`config.mk`:
```
export PLATFORM = sky130hd
export DESIGN_NAME = mlp_param_streamer
export DESIGN_NICKNAME = d
export VERILOG_FILES = /design/src/rtl/mlp_stream_pkg.sv /design/src/rtl/mlp_stream_fifo.sv /design/src/rtl/mlp_param_streamer.sv
export SDC_FILE = /design/constraint.sdc
export NUM_CORES = 1
export LEC_CHECK = 0
export ABC_CLOCK_PERIOD_IN_PS = 4400
export BUFFER_PORTS_ARGS = -buffer_cell sky130_fd_sc_hd__buf_4
export CAP_MARGIN = 20
export CORE_ASPECT_RATIO = 0.7
export CORE_MARGIN = 5
export CORE_UTILIZATION = 30
export CTS_CLUSTER_DIAMETER = 200
export DETAILED_ROUTE_END_ITERATION = 8
export PLACE_DENSITY_LB_ADDON = 0.05
export SETUP_SLACK_MARGIN = 0.02
export SLEW_MARGIN = 20
export SYNTH_ARGS = -nofsm -noshare
export SYNTH_HDL_FRONTEND = slang
export SYNTH_SLANG_ARGS = --single-unit
```
`constraint.sdc`:
```
create_clock -name clk -period 4.4 [get_ports clk]
set_input_delay 1.32 -clock clk [delete_from_list [all_inputs] [get_ports clk]]
set_output_delay 1.32 -clock clk [all_outputs]
set_load 0.05 [all_outputs]
```
`src/rtl/mlp_stream_pkg.sv`:
```
// Shared constants and FSM encoding for the MLP parameter streamer.
// The job layout matches the axi_mlp_v1_0 S_AXIS consumption order.
package mlp_stream_pkg;

    localparam int IMG_LEN   = 784;
    localparam int HID_N     = 30;
    localparam int OUT_N     = 10;
    localparam int WORD_W    = 18;
    localparam int JOB_WORDS = IMG_LEN + HID_N * (IMG_LEN + 1) + OUT_N * (HID_N + 1);

    typedef enum logic [2:0] {
        S_IDLE,
        S_IMG,
        S_W1,
        S_B1,
        S_W2,
        S_B2,
        S_DRAIN
    } state_t;

endpackage

```
`src/rtl/mlp_stream_fifo.sv`:
```
// Synchronous FIFO with modulo-DEPTH pointers; count is exported so the
// producer can budget reads against the remaining space.
module mlp_stream_fifo #(
    parameter  int WIDTH = 18,
    parameter  int DEPTH = 4,
    localparam int CNT_W = $clog2(DEPTH + 1)
) (
    input  logic             clk,
    input  logic             reset,
    input  logic             push,
    input  logic [WIDTH-1:0] din,
    input  logic             pop,
    output logic [WIDTH-1:0] dout,
    output logic [CNT_W-1:0] count,
    output logic             empty
);

    localparam int PTR_W = (DEPTH > 1) ? $clog2(DEPTH) : 1;

    logic [WIDTH-1:0] mem [DEPTH];
    logic [PTR_W-1:0] wr_ptr;
    logic [PTR_W-1:0] rd_ptr;

    always_ff @(posedge clk) begin
        if (reset) begin
            wr_ptr <= '0;
            rd_ptr <= '0;
            count  <= '0;
        end else begin
            if (push) begin
                wr_ptr <= (wr_ptr == PTR_W'(DEPTH - 1)) ? '0 : wr_ptr + PTR_W'(1);
            end
            if (pop) begin
                rd_ptr <= (rd_ptr == PTR_W'(DEPTH - 1)) ? '0 : rd_ptr + PTR_W'(1);
            end
            case ({push, pop})
                2'b10:   count <= count + CNT_W'(1);
                2'b01:   count <= count - CNT_W'(1);
                default: count <= count;
            endcase
        end
    end

    always_ff @(posedge clk) begin
        if (push) begin
            mem[wr_ptr] <= din;
        end
    end

    assign dout  = mem[rd_ptr];
    assign empty = (count == '0);

endmodule

```
`src/rtl/mlp_param_streamer.sv`:
```
// Streams one MLP job (pixels, hidden W/b, output W/b) from parameter BRAM to AXI-Stream.
// Optional macro MLP_STREAMER_TLAST_EN marks pixel 783 and every bias word with tlast.
module mlp_param_streamer
    import mlp_stream_pkg::*;
#(
    parameter int ADDR_W     = 17,
    parameter int NUM_IMAGES = 100,
    parameter int IMG_BASE   = 0,
    parameter int W1_BASE    = 78400,
    parameter int B1_BASE    = 101920,
    parameter int W2_BASE    = 101950,
    parameter int B2_BASE    = 102250,
    parameter int FIFO_DEPTH = 4
) (
    input  logic              clk,
    input  logic              reset,
    input  logic              start,
    input  logic [6:0]        img_idx,
    output logic              busy,
    output logic              done,
    output logic              err,
    output logic              mem_en,
    output logic [ADDR_W-1:0] mem_addr,
    input  logic [WORD_W-1:0] mem_rdata,
    output logic              m_axis_tvalid,
    input  logic              m_axis_tready,
    output logic [31:0]       m_axis_tdata,
    output logic [3:0]        m_axis_tstrb,
    output logic              m_axis_tlast
);

    localparam int CNT_W = $clog2(FIFO_DEPTH + 1);

`ifdef MLP_STREAMER_TLAST_EN
    localparam int FIFO_W = WORD_W + 1;
`else
    localparam int FIFO_W = WORD_W;
`endif

    state_t            state, state_next;
    logic [9:0]        i_cnt, i_next;
    logic [4:0]        n_cnt, n_next;
    logic [ADDR_W-1:0] ptr, ptr_next;
    logic [ADDR_W-1:0] bptr, bptr_next;
    logic [ADDR_W-1:0] img_base_addr;
    logic [ADDR_W-1:0] issue_addr;
    logic              issue, reject, done_next;
    logic              credit_ok;
    logic [CNT_W:0]    credit_used;
    logic              vld_p1;

    logic              fifo_pop;
    logic [FIFO_W-1:0] fifo_din;
    logic [FIFO_W-1:0] fifo_dout;
    logic [CNT_W-1:0]  fifo_count;
    logic              fifo_empty;

    assign img_base_addr = ADDR_W'(IMG_BASE) + ADDR_W'(img_idx) * ADDR_W'(IMG_LEN);

    // Reads still in the BRAM pipeline already own a FIFO slot.
    assign credit_used = {1'b0, fifo_count} + (CNT_W + 1)'(mem_en) + (CNT_W + 1)'(vld_p1);
    assign credit_ok   = credit_used < (CNT_W + 1)'(FIFO_DEPTH);

    always_comb begin
        state_next = state;
        i_next     = i_cnt;
        n_next     = n_cnt;
        ptr_next   = ptr;
        bptr_next  = bptr;
        issue      = 1'b0;
        issue_addr = ptr;
        reject     = 1'b0;
        done_next  = 1'b0;
        case (state)
            S_IDLE: begin
                if (start && !done) begin
                    if (int'(img_idx) >= NUM_IMAGES) begin
                        reject = 1'b1;
                    end else begin
                        issue      = 1'b1;
                        issue_addr = img_base_addr;
                        ptr_next   = img_base_addr + ADDR_W'(1);
                        bptr_next  = ADDR_W'(B1_BASE);
                        i_next     = 10'd1;
                        n_next     = '0;
                        state_next = S_IMG;
                    end
                end
            end
            S_IMG: begin
                if (credit_ok) begin
                    issue    = 1'b1;
                    ptr_next = ptr + ADDR_W'(1);
                    if (i_cnt == 10'(IMG_LEN - 1)) begin
                        i_next     = '0;
                        ptr_next   = ADDR_W'(W1_BASE);
                        state_next = S_W1;
                    end else begin
                        i_next = i_cnt + 10'd1;
                    end
                end
            end
            S_W1: begin
                if (credit_ok) begin
                    issue    = 1'b1;
                    ptr_next = ptr + ADDR_W'(1);
                    if (i_cnt == 10'(IMG_LEN - 1)) begin
                        i_next     = '0;
                        state_next = S_B1;
                    end else begin
                        i_next = i_cnt + 10'd1;
                    end
                end
            end
            S_B1: begin
                if (credit_ok) begin
                    issue      = 1'b1;
                    issue_addr = bptr;
                    bptr_next  = bptr + ADDR_W'(1);
                    if (n_cnt == 5'(HID_N - 1)) begin
                        n_next     = '0;
                        ptr_next   = ADDR_W'(W2_BASE);
                        bptr_next  = ADDR_W'(B2_BASE);
                        state_next = S_W2;
                    end else begin
                        n_next     = n_cnt + 5'd1;
                        state_next = S_W1;
                    end
                end
            end
            S_W2: begin
                if (credit_ok) begin
                    issue    = 1'b1;
                    ptr_next = ptr + ADDR_W'(1);
                    if (i_cnt == 10'(HID_N - 1)) begin
                        i_next     = '0;
                        state_next = S_B2;
                    end else begin
                        i_next = i_cnt + 10'd1;
                    end
                end
            end
            S_B2: begin
                if (credit_ok) begin
                    issue      = 1'b1;
                    issue_addr = bptr;
                    bptr_next  = bptr + ADDR_W'(1);
                    if (n_cnt == 5'(OUT_N - 1)) begin
                        n_next     = '0;
                        state_next = S_DRAIN;
                    end else begin
                        n_next     = n_cnt + 5'd1;
                        state_next = S_W2;
                    end
                end
            end
            S_DRAIN: begin
                if (fifo_empty && !mem_en && !vld_p1) begin
                    done_next  = 1'b1;
                    state_next = S_IDLE;
                end
            end
            default: state_next = S_IDLE;
        endcase
    end

    // Stage p0: address register; stage p1: BRAM data valid on mem_rdata.
    always_ff @(posedge clk) begin
        if (reset) begin
            state    <= S_IDLE;
            i_cnt    <= '0;
            n_cnt    <= '0;
            ptr      <= '0;
            bptr     <= '0;
            mem_en   <= 1'b0;
            mem_addr <= '0;
            vld_p1   <= 1'b0;
            done     <= 1'b0;
            err      <= 1'b0;
        end else begin
            state  <= state_next;
            i_cnt  <= i_next;
            n_cnt  <= n_next;
            ptr    <= ptr_next;
            bptr   <= bptr_next;
            mem_en <= issue;
            if (issue) begin
                mem_addr <= issue_addr;
            end
            vld_p1 <= mem_en;
            done   <= done_next;
            err    <= reject;
        end
    end

`ifdef MLP_STREAMER_TLAST_EN
    logic last_issue, last_p0, last_p1;

    assign last_issue = ((state == S_IMG) && (i_cnt == 10'(IMG_LEN - 1)))
                        || (state == S_B1) || (state == S_B2);

    always_ff @(posedge clk) begin
        last_p0 <= last_issue;
        last_p1 <= last_p0;
    end

    assign fifo_din     = {last_p1, mem_rdata};
    assign m_axis_tlast = m_axis_tvalid && fifo_dout[WORD_W];
`else
    assign fifo_din     = mem_rdata;
    assign m_axis_tlast = 1'b0;
`endif

    mlp_stream_fifo #(
        .WIDTH (FIFO_W),
        .DEPTH (FIFO_DEPTH)
    ) u_fifo (
        .clk   (clk),
        .reset (reset),
        .push  (vld_p1),
        .din   (fifo_din),
        .pop   (fifo_pop),
        .dout  (fifo_dout),
        .count (fifo_count),
        .empty (fifo_empty)
    );

    assign m_axis_tvalid = !fifo_empty;
    assign fifo_pop      = m_axis_tvalid && m_axis_tready;
    assign m_axis_tdata  = m_axis_tvalid ? {14'd0, fifo_dout[WORD_W-1:0]} : 32'd0;
    assign m_axis_tstrb  = m_axis_tvalid ? 4'b1111 : 4'b0000;
    assign busy          = (state != S_IDLE) || done;

endmodule

```
Yosys cells after proc, flatten, opt, wreduce, memory -nomap -nowiden
Memories as Yosys holds them, arrays and structs flattened. A register that Yosys moved wholly into a read port is not among the register bits.
Cells that the tools add are included.
- add/subtract/negate cells: 11
- $mul: 1
- order comparisons: 2
- eq/ne operators: 28
- muxes and demuxes: 61
- bitwise gates (word level): 3
- reduce and logical (&&, ||, !) cells: 26
- operator list (kind ; count):
    two-way mux 17 bit ; 15
    one-hot mux 17 bit (4 select lines) ; 1
    two-way mux 10 bit ; 6
    adder 17 x 1 -> 17 bit (second input constant) ; 3
    one-hot mux 17 bit (3 select lines) ; 1
    two-way mux 3 bit ; 12
    one-hot mux 17 bit (2 select lines) ; 1
    two-way mux 5 bit ; 6
    one-hot mux 10 bit (3 select lines) ; 1
    inequality test 2 bit (second input constant) ; 12
    one-hot mux 3 bit (7 select lines) ; 1
    two-way mux 18 bit ; 1
    one-hot mux 5 bit (3 select lines) ; 1
    multiplier 7 x 6 -> 13 bit (second input constant) ; 1
    AND reduction 11 bit ; 1
    adder 10 x 1 -> 10 bit (second input constant) ; 1
    == test 10 bit (second input constant) ; 1
    == test 10 x 5 -> 1 bit (second input constant) ; 1
    two-way mux 2 bit ; 5
    AND reduction 5 bit ; 2
    == test 3 bit (second input constant) ; 3
    nonzero test 3 bit ; 3
    OR reduction 2 bit ; 4
    >= comparator 7 bit (second input constant) ; 1
    28 further kinds ; 48
- register bits: 80
- RAM bits: 72
- input port bits: 29
- output and inout port bits: 59
- word-level logic and storage cells: 146
- memories: 1
- memory list (name ; depth ; bits a word ; rd ports ; clocked after memory_dff ; write ports ; line ; RTL):
    u_fifo.mem ; 4 ; 18 ; 1 ; 1 ; 1 ; mlp_stream_fifo.sv:20 ; logic [WIDTH-1:0] mem [DEPTH];

Depth between registers and ports, before layout
Gate-level depths: netlist of run 1.
- depth after elaboration: 5
- mapped depth: 13
- depth with buffers taken out: 13

By module
Synthesis of run 1 repeated with hierarchy kept, for this count alone.
- cell total of the unflattened synthesis: 724
- area, all modules: 7866.3 sq um
- by module, submodules not included (module ; times used ; cells each ; area an instance (sq um) ; seq. area each (sq um)):
    mlp_param_streamer ; 1 ; 583 ; 4785.8 ; 1461.4
    mlp_stream_fifo ; 1 ; 141 ; 3080.5 ; 2342.2

Worst setup path after synthesis of run 1
OpenSTA, ideal clock, no wires.
- path type: input to register
- start point: in img_idx[1]
- end point: reg ptr[16]
- arrival time: 3709 ps
- required time: 4268 ps
- slack: 559 ps
- stages on the path: 12
- path buffers: 0
- path through: ha_1 > fa_1 > ha_1 > ha_1 > inv_1 > fa_1 > nor2b_1 > o31a_1 > o22ai_1 > xnor2_1 > o221ai_1 > a21oi_1
- cells in the longest elaborated chain, start to end: 5
- elaborated cells between the ends (all ways): 8
- those cells by class: 1 x add/sub; 1 x mul; 1 x order compare; 1 x eq/ne; 3 x mux; 1 x reduce/logical
- RTL lines (item ; line ; RTL):
    from (decl) ; mlp_param_streamer.sv:18 ; input logic [6:0] img_idx,
    multiplier 7 x 6 -> 13 bit ; mlp_param_streamer.sv:58 ; assign img_base_addr = ADDR_W'(IMG_BASE) + ADDR_W'(img_idx) * ADDR_W'(IMG_LEN);
    adder 17 x 1 -> 17 bit ; mlp_param_streamer.sv:82 ; ptr_next = img_base_addr + ADDR_W'(1);
    two-way mux 17 bit ; mlp_param_streamer.sv:77 ; if (int'(img_idx) >= NUM_IMAGES) begin
    two-way mux 17 bit ; mlp_param_streamer.sv:76 ; if (start && !done) begin
    one-hot mux 17 bit (4 select lines) ; mlp_param_streamer.sv:74 ; case (state)
    to (signal assigned) ; mlp_param_streamer.sv:184 ; ptr <= ptr_next;
    to (decl) ; mlp_param_streamer.sv:43 ; logic [ADDR_W-1:0] ptr, ptr_next;
Several ways; a longest one is shown, not always the timed one. The select of a mux whose other input is x is not followed.
A chain may end at the register's enable or synchronous reset.

Worst setup path in the final report of run 1
Same ends and word-level chain as after synthesis.

==> run_results.csv, run 1 <==
group,metric,value,unit
clocking,htreeDepth,4,
setup_path,crit_path_start_kind,"input pin",
detailed_routing,drc,0,
grt,met3_usage,3.55,%
place,portBuffers,72,
min_path,min_path_type,"register to register",
detailed_routing,firstDrtPassIters,8,
grt,grt_use_met2,20.6,%
clocking,postCtsSetupBuffers,0,
grt,grt_max_degree,41,
power_and_ir_drop,seqPwrFrac,31.4,%
setup_path,r2r_cells,9,
synth,syn_area,8040,um2
setup_path,cp_top_family,"adder cells",
final_layout,diodes,0,
final_layout,instances_no_fill,1179,
power_and_ir_drop,combPwrFrac,44.4,%
final_layout,seq_area,3800,um2
clocking,cts_buffers,17,
floorplanning,core_area,26600,um2
detailed_routing,dr.first_iter.drc_count,479,
detailed_routing,drt_wl_total,21900,um
synth,synth_edf_count,72,
power_and_ir_drop,irDropWorstVdd,0.412,mV
timing,hold_viol,0,
min_path,hold_start,"ptr[16]",
synth,synth_cells,746,
place,gp_congestion,0.853,
clocking,clock_path_buffers,2,
setup_path,r2r_end,"u_fifo.count[2]",
synth,synth-main-ff-cell,"dfxtp_1",
setup_path,crit_arrival,4.10,ns
floorplanning,die_w,206,um
timing,tightest_slew,1.06,ns
grt,grt_pass1_vias,5858,
detailed_routing,dr_total_vias,5965,
power_and_ir_drop,p_clk_share,24.2,%
synth,synth-seq-cells,154,
setup_path,required,4.76,ns
power_and_ir_drop,p_leak,0.00346,uW
setup_path,worst_path_most_repeated_cell,"ha_1",
timing,finalCriticalPeriod,3.74,ns
grt,antenna_found_initial,0,
setup_path,cp-end-kind,"register",
clocking,clk_latency,0.43,ns
timing,drv_slew,0,
grt,grt_usage,14.6,%
timing,setup_viol,0,
synth,async_reset_ff_share,0,%
power_and_ir_drop,total_power,6420,uW
setup_path,r2r_setup_slack,1.46,ns
min_path,hold_end,"ptr[16]",
outcome,status,"complete, no violations",
clocking,cts_sinks,154,
clocking,cts_resized,0,
grt,grt.busiest_layer,"met1",
synth,synth_top_area_share,26.9,%
detailed_routing,vias_per_cell,5.06,
timing,fin_crit_sh,85.0,%
timing,max_freq,267,MHz
synth,synth.largest_area_cell,"edfxtp_1",
final_layout,area_growth,17.0,%
job,cap_violations,0,
final_layout,drive_above_1_share,18.8,%
setup_path,critical_path.max_fanout,5,
clocking,tritoncts,"built",
timing,slew_headroom,29.3,%
setup_path,crit_path_top_delay_cell,"fa_1",
final_layout,multi_input_area,3850,um2
synth,yosysUniqueCellTypes,70,
floorplanning,initial_utilization,30.2,%
floorplanning,dieArea,30200,um2
timing,fin_tns_setup,0,ns
min_path,min_path_cells,2,
setup_path,crit_chain,"buf_4 > ha_1 > fa_1 > ha_1 > ha_1 > inv_1 > fa_1 > nor2b_1 > o31a_1 > o22ai_1 > xnor2_1 > o221ai_1 > a21oi_1",
setup_path,r2r-start,"u_fifo.count[1]",
detailed_routing,ant_nets,0,
place,placed_cells,1147,
synth,yosysSeqAreaShare,47.3,%
synth,ys_warn_count,0,
grt,use_met1,22.3,%
final_layout,final_area,9400,um2
power_and_ir_drop,p_switching,2850,uW
floorplanning,placementRows,50,
timing,final.setup_skew,0.0108,ns
power_and_ir_drop,p_int,3570,uW
final_layout,nets,877,
floorplanning,io-pin-count,88,
synth,syn_area_per_cell,10.8,um2
detailed_routing,wl_per_cell,18.6,um
floorplanning,die_h,147,um
grt,grt_overflow,0,
setup_path,path_buf_inv,2,
clocking,hold_buffers,0,
grt,grt_first_pass_wirelength,34300,um
timing,rsz0062_at_grt,"no",
power_and_ir_drop,power_density,683,nW/um2
setup_path,slowest_delay,0.47,ns
place,dpl_cell_area,8780,um2
final_layout,fill_cells,2651,
power_and_ir_drop,swShare,44.4,%
synth,synth.area.top_cells,"edfxtp_1 (27%), dfxtp_1 (20%), ha_1 (6.7%)",
place,place_hpwl,15300,um
setup_path,criticalPathCategory,"input pin to register",
clocking,cts.clk_slew.worst_paths,0.07,ns
clocking,root_buffer,"clkbuf_16",
-- how the worst max path moves through the flow --
stage | cells past startpoint | to | start | slack, ns
4_1_cts | 13 | ptr[16] | img_idx[1] | 0.65
2_1_floorplan | 12 | ptr[16] | img_idx[1] | 0.56
3_5_place_dp | 13 | ptr[16] | img_idx[1] | 0.21
5_1_grt | 13 | ptr[16] | img_idx[1] | 0.51
6_report | 13 | ptr[16] | img_idx[1] | 0.66
3_3_place_gp | 13 | ptr[16] | img_idx[1] | 0.24
-- synth_stat cells (13+ instances only) --
cell,count
o21ai_0,46
xnor2_1,19
edfxtp_1,72
mux4_2,18
nor2_1,59
ha_1,43
nand4_1,13
and2_1,25
nor3_1,21
dfxtp_1,82
nand3_1,18
xor2_1,13
inv_1,24
a21oi_1,56
buf_4,23
clkbuf_1,13
nand2_1,43
-- worst register-to-register path, cell delays in order, from the launching register on --
cell     delay [ns]
dfxtp_1        0.51
or3_1          0.79
nand2_1        0.24
inv_1          0.13
ha_1           0.18
inv_1          0.06
fa_1           0.37
xor2_1         0.15
or3_1          0.30
a21oi_1        0.14
-- area by class of cell --
| class | count | area share [%] |
|---|---|---|
| inverter | 24 | 0.958 |
| clock inverter | 15 | 2.02 |
| clock buffer | 17 | 4.52 |
| tap | 364 | 4.84 |
| multi-input combinational | 527 | 41.0 |
| timing repair buffer | 78 | 6.23 |
| sequential | 154 | 40.4 |
-- per-layer routing --
metal  vias to the layer above  wire length (um)
met5                         -                 0
met4                         0               185
met3                        14              1250
met2                       165              9470
met1                      2929             11000
li1                       2857                 -
-- power by group through the flow --
stage	Clock (uW)	Sequential, uW	Combinational [uW]
2_1_floorplan	0	2220	1920
3_3_place_gp	0	2040	2870
3_5_place_dp	0	2040	2860
4_1_cts	1600	2010	2870
5_1_grt	1650	2050	3110
6_report	1550	2010	2850
-- cells by family after synthesis --
logic type | synth area share (%)
muxes | 5.29
buffers and inverters | 5.42
and+or+nand+nor | 15.1
adders and majority gates | 7.44
xor gates and xnor gates | 3.49
AOI/OAI and AO/OA | 15.8
DFF | 47.3
other | 0.0467
-- placed cells by master, fill, tap and decap left out, types with 4 or more instances in the layout --
cell       Yosys  routed
inv_1         24      24
xnor2_1       19      19
nand2_1       43      43
edfxtp_1      72      72
a221oi_1       8       8
nand3_1       18      18
a21oi_1       56      56
mux4_2        18      18
and2_1        25      22
or3_1          5       5
clkbuf_16      0      17
dfxtp_1       82      82
nor3_1        21      21
ha_1          43      43
a21o_1         5       5
conb_1         1      15
nand4_1       13      13
nor3b_1        5       5
o31ai_1        4       4
xor2_1        13      13
buf_4         23      78
o21a_1         6       6
o21ai_0       46      46
a222oi_1       8       8
nor2_1        59      59
a22oi_1        5       5
nor2b_1        5       5
a211oi_1       9       9
and3_1        10      10
and4_1         7       7
clkinv_4       0       4
-- stage by stage --
stage	setup WS, ns	hold WS, ns	util (%)
4_1_cts	0.651	0.510	35.4
3_3_place_gp	0.241	0.467	33.0
5_1_grt	0.505	0.537	35.4
3_5_place_dp	0.207	0.495	33.0
6_report	0.660	0.511	35.4
2_1_floorplan	0.559	0.449	-
-- registers in the layout (all words and copies together), names as in the netlist, named ones only --
register,cells
u_fifo.mem,72
u_fifo.rd_ptr,2
done,1
n_cnt,5
state,3
ptr,17
bptr,17
vld_p1,1
mem_en,1
u_fifo.count,3
u_fifo.wr_ptr,2
i_cnt,10
mem_addr,17
err,1
Power figures use the tool's default switching activity.
==> run 2: changes to the inputs <==
--- a/config.mk
+++ b/config.mk
@@ -5,7 +5,8 @@
 export SDC_FILE = /design/constraint.sdc
 export NUM_CORES = 1
 export LEC_CHECK = 0
-export ABC_CLOCK_PERIOD_IN_PS = 4400
+export ABC_AREA = 1
+export ABC_CLOCK_PERIOD_IN_PS = 3100
 export BUFFER_PORTS_ARGS = -buffer_cell sky130_fd_sc_hd__buf_4
 export CAP_MARGIN = 20
 export CORE_ASPECT_RATIO = 0.7
==> constraint.sdc (replaced) <==
create_clock -name clk -period 3.1 [get_ports clk]
set_input_delay 0.93 -clock clk [delete_from_list [all_inputs] [get_ports clk]]
set_output_delay 0.93 -clock clk [all_outputs]
set_load 0.05 [all_outputs]
==> run 2 against run 1 <==
Effect of this change: clock power up 40%; global-route usage up 1.6 points; via count up 24%; area after synthesis up 7.1%; sequential power up 44%; sequential share of layout area down 3.6 points; utilization up 1.5 points; clock-buffer cell count up 1; routed wire length up 17%; largest cell class unchanged; largest power group unchanged.
==> run_results.csv, run 2 <==
group,metric,value,unit
detailed_routing,ant_nets,0,
power_and_ir_drop,irDropWorstVdd,1.24,mV
clocking,cts.clk_slew.worst_paths,0.07,ns
setup_path,required,3.46,ns
timing,final.setup_skew,0.0135,ns
floorplanning,io-pin-count,88,
setup_path,path_buf_inv,3,
synth,synthAdderAreaFrac,6.95,%
timing,drv_slew,0,
final_layout,seq_area,3800,um2
setup_path,crit_path_top_delay_cell,"fa_1",
synth,synth_compound_area_share,12.9,%
clocking,tritoncts,"built",
detailed_routing,dr.first_iter.drc_count,481,
synth,yosys.area_share.xor_xnor,1.63,%
clocking,clock_path_buffers,2,
synth,synth_top_area_share,25.1,%
final_layout,drive_above_1_share,15.3,%
timing,rsz0062_at_grt,"no",
synth,synth_edf_count,72,
synth,synth.area.top_cells,"edfxtp_1 (25%), dfxtp_1 (19%), nand2_1 (8.9%)",
timing,hold_viol,0,
outcome,status,"complete, no violations",
setup_path,cp_top_family,"adder cells",
timing,tightest_slew,0.956,ns
place,dpl_cell_area,9730,um2
floorplanning,initial_utilization,30.7,%
setup_path,r2r_cells,14,
setup_path,slowest_delay,0.48,ns
final_layout,fill_cells,2936,
detailed_routing,vias_per_cell,4.64,
clocking,hold_buffers,0,
place,place_hpwl,19000,um
floorplanning,placementRows,51,
timing,fin_crit_sh,95.4,%
clocking,cts_buffers,17,
synth,yosysUniqueCellTypes,43,
timing,finalCriticalPeriod,2.96,ns
power_and_ir_drop,total_power,10100,uW
final_layout,nets,1289,
timing,max_freq,338,MHz
detailed_routing,wl_per_cell,16.0,um
final_layout,diodes,0,
grt,grt_max_degree,37,
synth,ys_warn_count,0,
final_layout,final_area,10300,um2
detailed_routing,drc,0,
place,dp_slack,-0.373,ns
setup_path,crit_chain,"buf_4 > ha_4 > fa_1 > ha_1 > ha_2 > inv_2 > fa_2 > inv_2 > nand3_1 > nand3_2 > xor2_2 > a21oi_1 > a21oi_1",
final_layout,multi_input_area,4140,um2
power_and_ir_drop,p_leak,0.00446,uW
power_and_ir_drop,power_density,978,nW/um2
clocking,htreeDepth,4,
synth,syn_area,8610,um2
synth,synth-main-ff-cell,"dfxtp_1",
floorplanning,dieArea,32200,um2
detailed_routing,dr_total_vias,7414,
synth,synth_top_family_by_area,"simple AND/OR/NAND/NOR gates",
synth,synth-seq-cells,154,
floorplanning,die_h,152,um
setup_path,crit_path_start_kind,"input pin",
min_path,min_path_cells,2,
setup_path,crit_cells,13,
synth,async_reset_ff_share,0,%
synth,synthTopCellsByCount,"nand2_1 (204), nor2_1 (186), o21ai_0 (112)",
synth,synthMuxAreaShare,0,%
final_layout,utilization,36.9,%
setup_path,critical_path.max_fanout,3,
synth,yosysSeqAreaShare,44.2,%
place,portBuffers,72,
clocking,clk_latency,0.43,ns
timing,slew_headroom,36.2,%
synth,post-synth-top-count-cell,"nand2_1",
synth,synth_cells,1115,
setup_path,cp-end-kind,"register",
final_layout,area_growth,20.1,%
detailed_routing,drt_wl_total,25600,um
final_layout,final_cell_mix,"nand2_1 (204), nor2_1 (186), buf_4 (122)",
grt,grt_overflow,0,
place,placed_cells,1566,
final_layout,final_common_cell,"nand2_1",
grt,grt_first_pass_wirelength,40300,um
grt,antenna_found_initial,0,
final_layout,instances_no_fill,1598,
timing,setup_viol,0,
place,gp_congestion,0.821,
floorplanning,core_area,28000,um2
grt,grt_usage,16.3,%
clocking,root_buffer,"clkbuf_16",
timing,final.setup.worst_slack,0.142,ns
setup_path,criticalPathCategory,"input pin to register",
job,cap_violations,0,
setup_path,crit_arrival,3.32,ns
synth,syn_area_per_cell,7.72,um2
synth,synth_simple_gate_area_share,25.5,%
floorplanning,die_w,212,um
clocking,cts_sinks,154,
detailed_routing,firstDrtPassIters,5,
final_layout,largest_reg_flops,72,
grt,grt_pass1_vias,7025,
final_layout,largest-register,"u_fifo.mem",
synth,synth.largest_area_cell,"edfxtp_1",
min_path,min_path_type,"register to register",
## run 2: changes by cell type after synthesis, moves of 9 or more
cell      delta
a21oi_1     +22
nand2_1    +161
mux4_2      -18
nand3_1     +53
o21ai_0     +66
nor2_1     +127
and2_1      -25
and3_1      -10
xnor2_1     -14
inv_1       +81
a211oi_1     -9
## run 2: path summary, 6_finish.rpt
path | startpoint | to | slack (ns)
worst min-delay path | bptr[0] | bptr[0] | 0.49
worst max register to register | vld_p1 | bptr[10] | 0.83
worst max-delay path | img_idx[1] | mem_addr[14] | 0.14
worst min register to register | bptr[0] | bptr[0] | 0.49
## run 2: layout make-up
type | count | area share, %
Clock buffer | 18 | 4.15
Sequential cell | 154 | 36.8
Clock inverter | 14 | 1.65
Tap cell | 371 | 4.49
Multi-Input combinational cell | 807 | 40.0
Timing Repair Buffer | 122 | 8.86
Inverter | 112 | 4.07
## run 2: report_power, final
group          internal, uW  leakage, uW  switching [uW]  total, uW
Clock                  1270     0.000288             900       2170
Combinational          1530      0.00285            3510       5040
Sequential             2500      0.00132             401       2900
Total                  5290      0.00446            4820      10100
## run 2: metrics by stage
stage                     TNS, ns  hold WS, ns
after floorplan                 0        0.456
after detailed placement    -2.74        0.482
after global placement      -2.34        0.476
after global routing            0        0.525
final                           0        0.492
after CTS                       0        0.493
## run 2: routing by layer
layer | global-route usage (%) | wire length, um | up-vias
li1 | - | - | 3863
met1 | 26.2 | 14300 | 3393
met2 | 21.9 | 9980 | 147
met3 | 3.40 | 1090 | 11
met4 | 3.39 | 198 | 0
met5 | 0 | 0 | -
## run 2: what timing repair did
| item | 4_1_cts | 5_1_grt |
|---|---|---|
| setup endpoints to repair | 0 | 12 |
| hold endpoints to repair | 0 | 0 |
| resized for setup | 0 | 3 |
| buffers inserted | 0 | 0 |
## run 2: worst reg2reg max path: stages, from the launching register on
cell and delay, ns:
dfxtp_1 0.43, ha_1 0.27, nand2_1 0.07, nand2_1 0.07, nand2_1 0.06, nand2_1 0.20, nand2_1 0.17, nand2_2 0.11
nor2_4 0.31, buf_4 0.21, nand2_1 0.05, nand2_1 0.07, nand3_1 0.06, nand2_1 0.06, inv_1 0.04
## run 2: cell families (layout without fill, tap and decap cells)
family	Yosys count	in the layout
AOI/OAI and AO/OA	213	213
xor gates and xnor gates	16	16
adders and majority gates	46	46
buffers and inverters	168	266
DFF	154	154
other	1	15
and+or+nand+nor	517	517
